==> src/rtl/microwire_read_capture.sv <==
// Captures 93C46 READ responses from the DO pin and polls DO for ready/busy
// after write-class commands, with a cycle-count timeout on the poll.
module microwire_read_capture #(
    parameter int WORD_W       = 16,
    parameter int SYNC_STAGES  = 2,
    parameter int POLL_TIMEOUT = 20000
) (
    input  logic              clk,
    input  logic              rst_n,
    input  logic              cs,
    input  logic              arm_read,
    input  logic              arm_poll,
    input  logic              sample,
    input  logic              do_in,
    input  logic              ack,
    output logic [WORD_W-1:0] word_out,
    output logic              word_valid,
    output logic              busy,
    output logic              ready,
    output logic              dummy_err,
    output logic              timeout
);

    localparam int BIT_W = $clog2(WORD_W + 1);
    localparam int TMO_W = $clog2(POLL_TIMEOUT + 1);

    localparam logic [1:0] ST_IDLE  = 2'd0;
    localparam logic [1:0] ST_DUMMY = 2'd1;
    localparam logic [1:0] ST_SHIFT = 2'd2;
    localparam logic [1:0] ST_POLL  = 2'd3;

    logic [SYNC_STAGES-1:0] sync_q;
    logic                   do_s;

    logic [1:0]        state_q,      state_d;
    logic [WORD_W-1:0] shift_q,      shift_d;
    logic [BIT_W-1:0]  bit_cnt_q,    bit_cnt_d;
    logic [TMO_W-1:0]  tmo_cnt_q,    tmo_cnt_d;
    logic [WORD_W-1:0] word_out_q,   word_out_d;
    logic              word_valid_q, word_valid_d;
    logic              busy_q,       busy_d;
    logic              ready_q,      ready_d;
    logic              dummy_err_q,  dummy_err_d;
    logic              timeout_q,    timeout_d;

    // DO synchroniser; idles high so a released bus never looks like data
    always_ff @(posedge clk) begin
        if (!rst_n) begin
            sync_q <= {SYNC_STAGES{1'b1}};
        end else begin
            sync_q <= {sync_q[SYNC_STAGES-2:0], do_in};
        end
    end

    assign do_s = sync_q[SYNC_STAGES-1];

    // Next-state logic; a completing word takes priority over a same-cycle ack
    always_comb begin
        state_d      = state_q;
        shift_d      = shift_q;
        bit_cnt_d    = bit_cnt_q;
        tmo_cnt_d    = tmo_cnt_q;
        word_out_d   = word_out_q;
        word_valid_d = word_valid_q;
        ready_d      = 1'b0;
        dummy_err_d  = dummy_err_q;
        timeout_d    = timeout_q;

        if (ack) begin
            word_valid_d = 1'b0;
        end else begin
            word_valid_d = word_valid_q;
        end

        case (state_q)
            ST_IDLE: begin
                if (arm_read) begin
                    state_d     = ST_DUMMY;
                    shift_d     = {WORD_W{1'b0}};
                    bit_cnt_d   = {BIT_W{1'b0}};
                    dummy_err_d = 1'b0;
                end else if (arm_poll) begin
                    state_d   = ST_POLL;
                    tmo_cnt_d = {TMO_W{1'b0}};
                    timeout_d = 1'b0;
                end else begin
                    state_d = ST_IDLE;
                end
            end
            ST_DUMMY: begin
                if (!cs) begin
                    state_d = ST_IDLE;
                end else if (sample) begin
                    // A high dummy bit is flagged but the data is still captured
                    dummy_err_d = dummy_err_q | do_s;
                    state_d     = ST_SHIFT;
                end else begin
                    state_d = ST_DUMMY;
                end
            end
            ST_SHIFT: begin
                if (!cs) begin
                    state_d = ST_IDLE;
                end else if (sample) begin
                    shift_d = {shift_q[WORD_W-2:0], do_s};
                    if (bit_cnt_q == BIT_W'(WORD_W - 1)) begin
                        word_out_d   = {shift_q[WORD_W-2:0], do_s};
                        word_valid_d = 1'b1;
                        bit_cnt_d    = {BIT_W{1'b0}};
                        state_d      = ST_IDLE;
                    end else begin
                        bit_cnt_d = bit_cnt_q + BIT_W'(1);
                    end
                end else begin
                    state_d = ST_SHIFT;
                end
            end
            ST_POLL: begin
                if (!cs) begin
                    state_d = ST_IDLE;
                end else begin
                    tmo_cnt_d = tmo_cnt_q + TMO_W'(1);
                    if (sample && do_s) begin
                        ready_d = 1'b1;
                        state_d = ST_IDLE;
                    end else if (tmo_cnt_d == TMO_W'(POLL_TIMEOUT)) begin
                        timeout_d = 1'b1;
                        state_d   = ST_IDLE;
                    end else begin
                        state_d = ST_POLL;
                    end
                end
            end
            default: begin
                state_d = ST_IDLE;
            end
        endcase

        busy_d = (state_d != ST_IDLE);
    end

    // State and registered outputs
    always_ff @(posedge clk) begin
        if (!rst_n) begin
            state_q      <= ST_IDLE;
            shift_q      <= {WORD_W{1'b0}};
            bit_cnt_q    <= {BIT_W{1'b0}};
            tmo_cnt_q    <= {TMO_W{1'b0}};
            word_out_q   <= {WORD_W{1'b0}};
            word_valid_q <= 1'b0;
            busy_q       <= 1'b0;
            ready_q      <= 1'b0;
            dummy_err_q  <= 1'b0;
            timeout_q    <= 1'b0;
        end else begin
            state_q      <= state_d;
            shift_q      <= shift_d;
            bit_cnt_q    <= bit_cnt_d;
            tmo_cnt_q    <= tmo_cnt_d;
            word_out_q   <= word_out_d;
            word_valid_q <= word_valid_d;
            busy_q       <= busy_d;
            ready_q      <= ready_d;
            dummy_err_q  <= dummy_err_d;
            timeout_q    <= timeout_d;
        end
    end

    assign word_out   = word_out_q;
    assign word_valid = word_valid_q;
    assign busy       = busy_q;
    assign ready      = ready_q;
    assign dummy_err  = dummy_err_q;
    assign timeout    = timeout_q;

endmodule

==> config.mk <==
export PLATFORM = sky130hd
export DESIGN_NAME = microwire_read_capture
export DESIGN_NICKNAME = d
export VERILOG_FILES = /design/src/rtl/microwire_read_capture.sv
export SDC_FILE = /design/constraint.sdc
export NUM_CORES = 1
export LEC_CHECK = 0
export ABC_AREA = 1
export BUFFER_PORTS_ARGS = -buffer_cell sky130_fd_sc_hd__buf_2
export CAP_MARGIN = 25
export CELL_PAD_IN_SITES_DETAIL_PLACEMENT = 2
export CELL_PAD_IN_SITES_GLOBAL_PLACEMENT = 2
export CORE_MARGIN = 1
export CORE_UTILIZATION = 35
export CTS_CLUSTER_SIZE = 40
export DETAILED_ROUTE_END_ITERATION = 8
export PLACE_DENSITY_LB_ADDON = 0.1
export REMOVE_ABC_BUFFERS = 1
export SLEW_MARGIN = 20
export SYNTH_ARGS = -nofsm -noshare
export SYNTH_HDL_FRONTEND = slang
export SYNTH_SLANG_ARGS = --single-unit
==> constraint.sdc <==
create_clock -name clk -period 2.4 [get_ports clk]
set_input_delay 0.12 -clock clk [delete_from_list [all_inputs] [get_ports clk]]
set_output_delay 0.12 -clock clk [all_outputs]
set_load 0.005 [all_outputs]
==> summary.txt <==
Place
  – Placed cell count: 508
  – Pre-CTS WS: 0.448 ns
  – Buffers on Ports: 28
  – RD Place Congestion: 0.721
  – DP HPWL: 5.63 mm

Clock network
  – Clock transition at path regs: 0.07 ns
  – Clock Path Buffers: 2
  – CTS root buf: clkbuf_8
  – CTS Buf Count: 9
  – CTS tree: built
  – Setup Buffers After CTS: 0
  – Clock sink total: 60
  – Htree depth: 3
  – Clock latency on the worst-skew pair: 0.34 ns
  – CTS resizes: 0

Floorplanning
  – Core ar.: 0.00769 mm^2
  – Die Span Y: 90.9 um
  – Boundary Pins: 29
  – Num rows: 32
  – Die Wd: 90.9 um
  – Initial Utilization: 0.360
  – Die area: 0.00826 mm^2

Finish
  – Inserted Diodes: 0
  – Reg area: 0.00120 mm^2
  – Final cell count without fillers: 524
  – Multi-input gate area: 0.00138 mm^2
  – Final Util: 0.417
  – Nets: 429
  – Syn-to-layout area delta: 16.1%
  – Layout cell share with drive strength beyond 1: 0.201
  – Fill count: 952

Route
  – Post-Route WL: 7.87 mm
  – Antenna-violating nets left: 0
  – Iter 0 DRT Violations: 32
  – Via density: 5.00
  – Residual DRC count: 0
  – First-pass DRT Iterations: 4
  – Vias: 2622
  – Routed WL per cell: 15.0 um

Synth
  – Most frequent cell after synthesis: nand2_1
  – Synth unique cells: 31
  – Share of the synthesized area in the top cell type: 0.434
  – Mapped Cells: 386
  – Synth area leaders: dfxtp_1 43%, nand2_1 11%, nor2_1 8.7%
  – Synth cell count leaders: 82 x nand2_1, 64 x nor2_1, 60 x dfxtp_1
  – #FFs+latches synth: 60
  – Post-synth top area cell: dfxtp_1
  – EDFF count, synth: 0
  – Async set-reset flop share out of synthesis: 0
  – Synthesized area: 0.00277 mm^2
  – Synth Flop Type: dfxtp_1
  – Synthesized area per cell: 7.16 um^2
  – Post-synthesis sequential area ratio: 0.434
  – Yosys warns: 0

Job
  – Max-cap viol count: 0

STA
  – Setup tns final: 0 ns
  – Worst Skew: 0.0115 ns
  – Slew Viols, Final: 0
  – Worst-margin pin slew: 0.486 ns
  – Tcrit/Tclk final: 0.820
  – RSZ-0062 raised after global routing: false
  – F_max: 0.508 GHz
  – Min cycle time layout: 1.97 ns
  – # setup viols final: 0
  – Setup ws final: 0.431 ns
  – Endpoints failing hold: 0
  – Slew headroom: 0.675

Pwr
  – Leak: 1.36 nW
  – PwrDens: 658 mW/mm^2
  – Worst VDD drop: 0.306 mV

Global route
  – Initial antenna violation count: 0
  – Total Routing Usage GR: 0.207
  – Pin count of the biggest net entering global routing: 33
  – Vias in the first global route: 2852
  – Remaining Overflow, GRT: 0
  – Global-route wire length before repair: 13.6 mm

Setup path
  – CP Capture Type: register
  – CP Data Arrival Time: 2.20 ns
  – Startpoint types: register
  – Critical path class: reg2reg
  – CP required: 2.63 ns
  – Critical path peak fanout: 7

Hold path
  – Hold Path Class: in2reg

Run status
  – Status: complete, no violations
flip-flops by register name, indices dropped and copies added, names as in the netlist:
| register | count |
|---|---|
| bit_cnt_q | 5 |
| busy | 1 |
| dummy_err | 1 |
| ready | 1 |
| shift_q | 15 |
| state_q | 2 |
| sync_q | 2 |
| timeout | 1 |
| tmo_cnt_q | 15 |
| word_out | 16 |
| word_valid | 1 |
path summary, 6_finish.rpt:
path              depth (start not counted)         end  slack [ns]          from
setup / recovery                         12        busy        0.43  tmo_cnt_q[0]
hold / removal                            4  word_valid        0.05           ack
setup reg to reg                         12        busy        0.43  tmo_cnt_q[0]
hold reg to reg                           1   sync_q[1]        0.43     sync_q[0]
through the flow:
step	power, W	cell area, um^2	hold slack, ns
3_3_place_gp	0.00122	3010	0.308
2_1_floorplan	0.00116	2710	0.227
5_1_grt	0.00220	3210	0.0939
4_1_cts	0.00214	3210	0.0479
6_report	0.00211	3210	0.0531
3_5_place_dp	0.00123	3010	0.309
power breakdown:
group | total [W] | switching, W | leakage, nW | internal [W]
Sequential | 0.00105 | 0.0000223 | 0.487 | 0.00103
Clock | 0.000905 | 0.000409 | 0.0979 | 0.000496
Combinational | 0.000158 | 0.000110 | 0.778 | 0.0000477
Total | 0.00211 | 0.000541 | 1.36 | 0.00157
per-layer routing:
layer | routed length, um | global-route usage | up-vias | share of wire
met3 | 136 | 0.0303 | 13 | 0.017
met5 | 0 | 0 | - | 0
li1 | - | - | 1302 | -
met1 | 3610 | 0.247 | 1281 | 0.46
met2 | 3980 | 0.374 | 26 | 0.51
met4 | 146 | 0.0780 | 0 | 0.019
worst max-delay path, stage by stage (launching register included):
cell	delay, ns
dfxtp_1	0.45
ha_1	0.28
nand2_2	0.09
nor2_4	0.17
nand3_1	0.14
nand2_1	0.12
nand3_1	0.10
nor2_2	0.12
nand3_2	0.10
nand3_2	0.08
nand3_1	0.06
nand2_1	0.08
nand2_1	0.06
logic make-up (layout without fill, tap and decap cells):
| group | count (synthesis) | count (layout) | synth area share |
|---|---|---|---|
| simple gates | 200 | 200 | 0.336 |
| compound gates | 72 | 72 | 0.137 |
| flops | 60 | 60 | 0.434 |
| buf+inv | 47 | 83 | 0.0670 |
| xor+xnor | 4 | 4 | 0.0127 |
| fa+ha+maj | 3 | 3 | 0.0136 |
final cells by class:
cell class | count | share of cell area
Clock buffer | 10 | 0.0429
Inverter | 35 | 0.0409
Timing Repair Buffer | 33 | 0.0561
Clock inverter | 5 | 0.0164
Tap cell | 102 | 0.0398
Sequential cell | 60 | 0.374
Multi-Input combinational cell | 279 | 0.430
what timing repair did:
item	4_1_cts	5_1_grt
hold buffers	1	0
setup endpoints to repair	0	0
hold endpoints to repair	1	0
cell usage in the layout, fill, tap and decap left out, types with 4 or more instances in the layout:
cell type	instances
buf_2	28
inv_2	7
nand2_2	6
nor2_2	6
o21ai_0	28
nand4_1	5
nor2_4	7
clkbuf_8	10
dfxtp_1	60
nor2_1	64
nand3_2	8
inv_1	27
buf_4	4
nand3_1	16
a21oi_1	36
nand2_1	82
Power figures use the tool's default switching activity.
